**config.mk**
```make
export PLATFORM = sky130hd
export DESIGN_NAME = fetch_unit_flat
export DESIGN_NICKNAME = d
export VERILOG_FILES = /design/src/rtl/fetch_unit_if.sv /design/src/rtl/fetch_unit.sv /design/src/flat_wrapper.sv
export SDC_FILE = /design/constraint.sdc
export NUM_CORES = 1
export LEC_CHECK = 0
export ABC_AREA = 1
export CELL_PAD_IN_SITES_DETAIL_PLACEMENT = 0
export CELL_PAD_IN_SITES_GLOBAL_PLACEMENT = 2
export CORE_UTILIZATION = 20
export DETAILED_ROUTE_END_ITERATION = 7
export GPL_TIMING_DRIVEN = 0
export PLACE_DENSITY = 0.82
export SETUP_SLACK_MARGIN = 0.05
export SYNTH_ARGS = -nofsm -noshare
export SYNTH_HDL_FRONTEND = slang
export SYNTH_SLANG_ARGS = --single-unit
```
**constraint.sdc**
```tcl
create_clock -name clk -period 1.3 [get_ports clk]
set_input_delay 0.325 -clock clk [delete_from_list [all_inputs] [get_ports clk]]
set_output_delay 0.325 -clock clk [all_outputs]
set_load 0.01 [all_outputs]
```
**src/rtl/fetch_unit_if.sv**
```systemverilog
// Fetch unit bus: board controls, imem handshake and pc/ir status.
// master = fetch unit side, slave = controls/imem/display side.
interface fetch_unit_if #(
    parameter int PC_W    = 16,
    parameter int INSTR_W = 16
);
    logic               mode_run;
    logic               step;
    logic               halt;
    logic               ld_en;
    logic [PC_W-1:0]    ld_addr;
    logic [PC_W-1:0]    imem_addr;
    logic [INSTR_W-1:0] imem_data;
    logic [PC_W-1:0]    pc;
    logic [INSTR_W-1:0] ir;
    logic               ir_valid;
    logic               busy;

    modport master (
        input  mode_run, step, halt, ld_en, ld_addr, imem_data,
        output imem_addr, pc, ir, ir_valid, busy
    );

    modport slave (
        output mode_run, step, halt, ld_en, ld_addr, imem_data,
        input  imem_addr, pc, ir, ir_valid, busy
    );
endinterface

```
**src/rtl/fetch_unit.sv**
```systemverilog
// Instruction fetch front end: PC register, free-run / single-step,
// halt, PC load and a fixed-latency read of a synchronous imem.
module fetch_unit #(
    parameter int PC_W     = 16,
    parameter int INSTR_W  = 16,
    parameter int MEM_LAT  = 1,
    parameter int PC_STEP  = 1,
    parameter int RESET_PC = 0
) (
    input  logic          clk,
    input  logic          rst_n,
    fetch_unit_if.master  bus
);
    localparam int LAT_W = 3;

    typedef enum logic {IDLE, FETCH} state_t;

    state_t             state;
    logic [PC_W-1:0]    pc;
    logic [INSTR_W-1:0] ir;
    logic               ir_valid;
    logic [LAT_W-1:0]   lat_cnt;
    logic               step_q;
    logic               step_pend;
    logic               step_rise;
    logic               trigger;

    assign step_rise = bus.step & ~step_q;
    // Run mode fetches unless halted; step mode needs a fresh or remembered rise.
    assign trigger   = bus.mode_run ? ~bus.halt : (step_rise | step_pend);

    assign bus.imem_addr = pc;
    assign bus.pc        = pc;
    assign bus.ir        = ir;
    assign bus.ir_valid  = ir_valid;
    assign bus.busy      = (state == FETCH);

    // Fetch FSM: IDLE decides load/trigger, FETCH waits out the imem latency.
    always_ff @(posedge clk or negedge rst_n) begin
        if (!rst_n) begin
            state     <= IDLE;
            pc        <= PC_W'(RESET_PC);
            ir        <= '0;
            ir_valid  <= 1'b0;
            lat_cnt   <= '0;
            step_q    <= 1'b0;
            step_pend <= 1'b0;
        end else begin
            step_q   <= bus.step;
            ir_valid <= 1'b0;
            case (state)
                IDLE: begin
                    // Any IDLE edge consumes or discards the pending step:
                    // a load drops it, a trigger serves it, run mode clears it.
                    step_pend <= 1'b0;
                    if (bus.ld_en) begin
                        pc <= bus.ld_addr;
                    end else if (trigger) begin
                        state   <= FETCH;
                        lat_cnt <= LAT_W'(MEM_LAT - 1);
                    end
                end
                FETCH: begin
                    // Only one step is remembered while a fetch is in flight.
                    if (!bus.mode_run && step_rise)
                        step_pend <= 1'b1;
                    if (lat_cnt != '0) begin
                        lat_cnt <= lat_cnt - 1'b1;
                    end else begin
                        ir       <= bus.imem_data;
                        ir_valid <= 1'b1;
                        pc       <= pc + PC_W'(PC_STEP);
                        state    <= IDLE;
                    end
                end
                default: state <= IDLE;
            endcase
        end
    end
endmodule

```
**src/flat_wrapper.sv**
```systemverilog
// flat-port wrapper written by rule: the top's interface ports become plain ports
module fetch_unit_flat 
#(
    parameter int PC_W     = 16,
    parameter int INSTR_W  = 16,
    parameter int MEM_LAT  = 1,
    parameter int PC_STEP  = 1,
    parameter int RESET_PC = 0
)
  (clk, rst_n, bus_mode_run, bus_step, bus_halt, bus_ld_en, bus_ld_addr, bus_imem_data, bus_imem_addr, bus_pc, bus_ir, bus_ir_valid, bus_busy);
  fetch_unit_if #(.PC_W(PC_W), .INSTR_W(INSTR_W)) bus_i ();
  input  logic clk;
  input  logic rst_n;
  input wire logic [$bits(bus_i.mode_run)-1:0] bus_mode_run;
  input wire logic [$bits(bus_i.step)-1:0] bus_step;
  input wire logic [$bits(bus_i.halt)-1:0] bus_halt;
  input wire logic [$bits(bus_i.ld_en)-1:0] bus_ld_en;
  input wire logic [$bits(bus_i.ld_addr)-1:0] bus_ld_addr;
  input wire logic [$bits(bus_i.imem_data)-1:0] bus_imem_data;
  output wire logic [$bits(bus_i.imem_addr)-1:0] bus_imem_addr;
  output wire logic [$bits(bus_i.pc)-1:0] bus_pc;
  output wire logic [$bits(bus_i.ir)-1:0] bus_ir;
  output wire logic [$bits(bus_i.ir_valid)-1:0] bus_ir_valid;
  output wire logic [$bits(bus_i.busy)-1:0] bus_busy;
  assign bus_i.mode_run = bus_mode_run;
  assign bus_i.step = bus_step;
  assign bus_i.halt = bus_halt;
  assign bus_i.ld_en = bus_ld_en;
  assign bus_i.ld_addr = bus_ld_addr;
  assign bus_i.imem_data = bus_imem_data;
  assign bus_imem_addr = bus_i.imem_addr;
  assign bus_pc = bus_i.pc;
  assign bus_ir = bus_i.ir;
  assign bus_ir_valid = bus_i.ir_valid;
  assign bus_busy = bus_i.busy;
  fetch_unit #(.PC_W(PC_W), .INSTR_W(INSTR_W), .MEM_LAT(MEM_LAT), .PC_STEP(PC_STEP), .RESET_PC(RESET_PC)) u_core (.clk(clk), .rst_n(rst_n), .bus(bus_i));
endmodule
```
# After elaboration in Yosys (flattened, before gate mapping)

Cells that the tools add are included.

Register bits after elaboration: 39
Latch bits: 0
RAM bits: 0
ROM bits: 0
Output and inout port bits: 50
Memories: 0

Add/sub/neg operators: 2
Multiply operators: 0
Divide/modulo/power cells: 0
Order comparisons: 0
Equal/unequal tests: 6
Shift-type cells: 0
Multiplexer cells: 16
Bitwise operators: 6
Reduce and logical (&&, ||, !) cells: 6

Operator list:

| cell                    | number |
|---|---|
| $mux W16                | 2 |
| $pmux W16 S2            | 1 |
| $add A16 B1 Y16 const B | 1 |
| $ne A2 B2 Y1 const B    | 5 |
| $mux W3                 | 3 |
| $mux W1                 | 7 |
| $pmux W3 S2             | 1 |
| $not A1 Y1              | 4 |
| $pmux W1 S2             | 2 |
| $reduce_and A2 Y1       | 2 |
| $reduce_and A3 Y1       | 1 |
| $reduce_bool A3 Y1      | 1 |
| $sub A3 B1 Y3 const B   | 1 |
| $ne A2 B1 Y1 const B    | 1 |
| $and A1 B1 Y1           | 1 |
| $logic_and A1 B1 Y1     | 1 |
| $logic_not A1 Y1        | 1 |
| $or A1 B1 Y1            | 1 |

# Longest topological paths before layout

Depth after elaboration: 7
Mapped depth: 12
Gate-level depth less buffers: 11

# Worst setup path before layout

No wires, ideal clock.

Kind: flip-flop to flip-flop
Start point: register u_core.lat_cnt[0]
End point: register u_core.pc[6], in the netlist u_core.bus.imem_addr[6]
Library setup time: 0.113 ns
Data arrival time: 1.295 ns
Data required time: 1.187 ns
Slack: -0.108 ns
Cell stages (with the launch flop): 13
Path buffers: 1
Period minus slack after synthesis: 1.408 ns
Cell sequence: dfrtp_1 -> inv_1 -> ha_1 -> nand2_1 -> nor2_4 -> inv_4 -> nand2_2 -> inv_2 -> buf_6 -> a21oi_1 -> o21ai_1 -> nand2_1 -> inv_1

Longest elaborated chain between the ends: 3

RTL lines:

| element                     | line             | source |
|---|---|---|
| start, declared             | fetch_unit.sv:22 | `logic [LAT_W-1:0] lat_cnt;` |
| start signal, assigned      | fetch_unit.sv:60 | `lat_cnt <= LAT_W'(MEM_LAT - 1);` |
| start signal, assigned      | fetch_unit.sv:68 | `lat_cnt <= lat_cnt - 1'b1;` |
| $reduce_bool A3 Y1          | fetch_unit.sv:67 | `if (lat_cnt != '0) begin` |
| $ne A2 B2 Y1 (no line)      | n/a              |  |
| $reduce_and A2 Y1 (no line) | n/a              |  |
| end signal, assigned        | fetch_unit.sv:42 | `pc <= PC_W'(RESET_PC);` |
| end signal, assigned        | fetch_unit.sv:57 | `pc <= bus.ld_addr;` |
| end signal, assigned        | fetch_unit.sv:72 | `pc <= pc + PC_W'(PC_STEP);` |
| end, declared               | fetch_unit.sv:19 | `logic [PC_W-1:0] pc;` |

Every way passes these cells.
A chain may end at the register's enable or synchronous reset.

# Worst setup path in the final report

Start point: register u_core.lat_cnt[0]
End point: register u_core.pc[10], in the netlist u_core.bus.imem_addr[10]

The elaborated chain is that of the path after synthesis.

==> reports/metrics.csv <==
metric;value;unit
status;complete, but fails checks;
failing checks;setup timing;
largest net degree at the start of global routing;32;
grt total ovfl;0;
power share of the sequential group;23.3;%
routed len/inst;11.9;µm
root buffer cell;clkbuf_8;
Cell variety after synth;25;
Multi-input gate area;1080;µm²
H-tree Lvls;2;
Worst EP required;1.53;ns
critical path's largest stage delay;0.39;ns
Worst Path Arrival;1.67;ns
switching share of total power;40.9;%
Die W;107;µm
class of the worst hold path;input pin to async pin;
final wirelength;6940;µm
power consumption;0.00961;W
Fin. Hold Viols;0;
max_slew headroom;77.2;%
Comb pwr share;67.2;%
critical-path cell list;inv_2 -> ha_4 -> nand2_4 -> nor2_4 -> inv_4 -> nand2_4 -> inv_4 -> bufbuf_16 -> nor2_2 -> nand2_1 -> nand2_1;
Clk pin slew, worst setup/hold paths;0.09;ns
Syn Nets;349;
CP startpoint kind;flop;
Worst Path Buf+Inv;4;
Detail Placement HPWL;4720;µm
synth-to-layout area growth;78.2;%
nets;487;
Tcrit/Tclk final;111;%
net load switching power;0.00393;W
Setup WS pre-CTS;-0.274;ns
PwrDens;2460;nW/µm²
ranking of synthesized cells by area;dfrtp_1 (45%), nand2_1 (20%), nor2_1 (7.0%), buf_4 (5.5%), inv_1 (4.6%);
Max Slew Vio Count;0;
DRC;0;
clock network power share;9.6;%
CP Max Fanout;5;
Setup Skew;0.00513;ns
Fill cells;1158;
n_diodes;0;
Post-Synthesis Cells;308;
ys flop type;dfrtp_1;
flops & latches, synth;39;
post-synthesis sequential area ratio;44.5;%
Leak;1.96;nW
Synth area leader;dfrtp_1;
total die area;11400;µm²
clk sinks;39;
Avg Vias per Cell;4.07;
Post-DRT Antenna Nets;0;
top cells by count, synth;nand2_1 (117), nor2_1 (41), dfrtp_1 (39), inv_1 (27), buf_4 (16);
CP max-delay cell;dfrtp_1;
Pre-Repair DR Iteration Count;4;
row cnt;37;
fraction of registers with async set/reset;100;%
synthesized area;2190;µm²
GRT Resource Usage Total;13.0;%
Starting Density;20.9;%
routability cong.;0.737;
Post-Syn Area per Cell;7.11;µm²
most common cell in the netlist;nand2_1;
CTS buffer count;5;
global-route wire length before repair;11600;µm
core area;10500;µm²
worst slew pin tran;0.339;ns
Highest Clock Rate;694;MHz
area share of the largest cell type after synthesis;44.5;%
PortBufs;87;
Yosys Warn Count;0;
1st-iter DRT viols;76;
number of global-route vias before repair;2402;
initial antenna violation count;0;
total number of vias;2370;
Seq. cell area;988;µm²
internal power;0.00568;W
layout cells sized above 1;39.6;%
fin worst setup slack;-0.140;ns
minimum clock period after layout;1.44;ns
cell family with most CP delay;buffers and inverters;
Setup Crit Path Kind;flop to flop;
total of max-cap violations;0;
Die Y;107;µm
endpoint class of the critical path;flop;
later-pin clock latency in the skew report;0.29;ns
number of synthesized flops with an enable pin;0;
final setup vio count;33;
IO Count;88;
worst ir drop on vdd;0.937;mV
Max Buffers Root-to-Sink;2;
CTS tree;done;
RSZ-0062 raised after global routing;true;
## cell type report
| cell class | count | share of cell area (%) |
|---|---|---|
| Multi-Input combinational cell | 213 | 27.7 |
| Timing Repair Buffer | 135 | 31.2 |
| Inverter | 30 | 3.08 |
| Clock inverter | 2 | 0.417 |
| Clock buffer | 6 | 2.12 |
| Buffer | 22 | 5.80 |
| Tap cell | 136 | 4.36 |
| Sequential cell | 39 | 25.3 |
## registers in the layout, indices dropped and copies added (netlist names)
name / count
u_core.bus.ir: 16
u_core.step_pend: 1
u_core.bus.busy: 1
u_core.bus.imem_addr: 16
u_core.lat_cnt: 3
u_core.step_q: 1
u_core.bus.ir_valid: 1
## cell usage in the layout, fill, tap and decap left out, types with 3 or more instances in the layout
| cell type | n |
|---|---|
| nand2_1 | 105 |
| nor2_4 | 4 |
| a21oi_2 | 3 |
| buf_8 | 3 |
| nand2_4 | 4 |
| clkbuf_8 | 6 |
| o21ai_0 | 6 |
| dfrtp_2 | 10 |
| inv_2 | 3 |
| nor2_2 | 7 |
| inv_4 | 3 |
| buf_6 | 47 |
| inv_1 | 24 |
| xor2_1 | 3 |
| nand4_1 | 4 |
| nor2_1 | 31 |
| ha_4 | 3 |
| clkdlybuf4s50_1 | 36 |
| nand3_1 | 14 |
| buf_2 | 30 |
| nand2_2 | 10 |
| buf_4 | 34 |
| o21ai_1 | 8 |
| dfrtp_1 | 29 |
## routing by layer
| metal | up-vias | share of wire, % | track usage, % |
|---|---|---|---|
| li1 | 1214 | - | - |
| met1 | 1081 | 42 | 15.8 |
| met2 | 71 | 49 | 22.3 |
| met3 | 4 | 8.2 | 4.38 |
| met4 | 0 | 0.55 | 2.45 |
| met5 | - | 0 | 0 |
## cells by family (layout without fill, tap and decap cells)
family | Yosys count | after routing | share of synthesized area [%]
DFF | 39 | 39 | 44.5
buffers and inverters | 56 | 195 | 13.2
and+or+nand+nor | 182 | 182 | 33.2
adders and majority gates | 3 | 3 | 1.71
AOI/OAI and AO/OA | 25 | 25 | 6.17
xor gates and xnor gates | 3 | 3 | 1.20
## through the flow
step                      hold slack, ns  instances  util [%]  setup TNS, ns  cell area, µm²
after global placement             0.454        531      31.1         -57.59            3260
after floorplan                   0.0294        308         -         -0.346            2210
final                              0.424        583      37.3          -1.75            3900
after detailed placement           0.206        532      31.3          -7.37            3270
after CTS                          0.427        578      36.1          -4.32            3780
after global routing               0.435        583      37.3          -5.12            3900
## repair_timing
action / 4_1_cts / 5_1_grt
cloned: 2 / 1
endpoints found under the setup margin: 88 / 62
setup buffers: 36 / 8
hold buffers: 1 / 0
endpoints found under the hold margin: 8 / 0
resized for setup: 274 / 49
pin swaps: 10 / 11
## power groups by stage
stage	sequential (W)	clock [W]	combinational [W]
floorplan	0.00254	0	0.00233
global placement	0.00241	0	0.00467
detailed placement	0.00243	0	0.00472
CTS	0.00223	0.000974	0.00614
global route	0.00231	0.00102	0.00713
finish	0.00224	0.000917	0.00645
## worst register-to-register path, stage by stage, from the launching register on
cell       delay (ns)
dfrtp_1          0.39
inv_2            0.08
ha_4             0.14
nand2_4          0.05
nor2_4           0.10
inv_4            0.05
nand2_4          0.08
inv_4            0.05
bufbuf_16        0.27
nor2_2           0.07
nand2_1          0.05
nand2_1          0.05
## worst paths after layout
kind / startpoint / to / slack [ns] / cells after the start
worst max-delay path: u_core.lat_cnt[0]$_DFFE_PN0P_ / u_core.bus.imem_addr[10]$_DFFE_PN0P_ / -0.14 / 11
max in group asynchronous: rst_n / u_core.bus.imem_addr[9]$_DFFE_PN0P_ / 0.42 / 3
worst max register to register: u_core.lat_cnt[0]$_DFFE_PN0P_ / u_core.bus.imem_addr[10]$_DFFE_PN0P_ / -0.14 / 11
min in group clk: u_core.bus.ir[13]$_DFFE_PN0P_ / u_core.bus.ir[13]$_DFFE_PN0P_ / 0.48 / 2
worst min register to register: u_core.bus.ir[13]$_DFFE_PN0P_ / u_core.bus.ir[13]$_DFFE_PN0P_ / 0.48 / 2
worst min-delay path: rst_n / u_core.bus.imem_addr[14]$_DFFE_PN0P_ / 0.42 / 2
(Power assumes the default switching activity.)
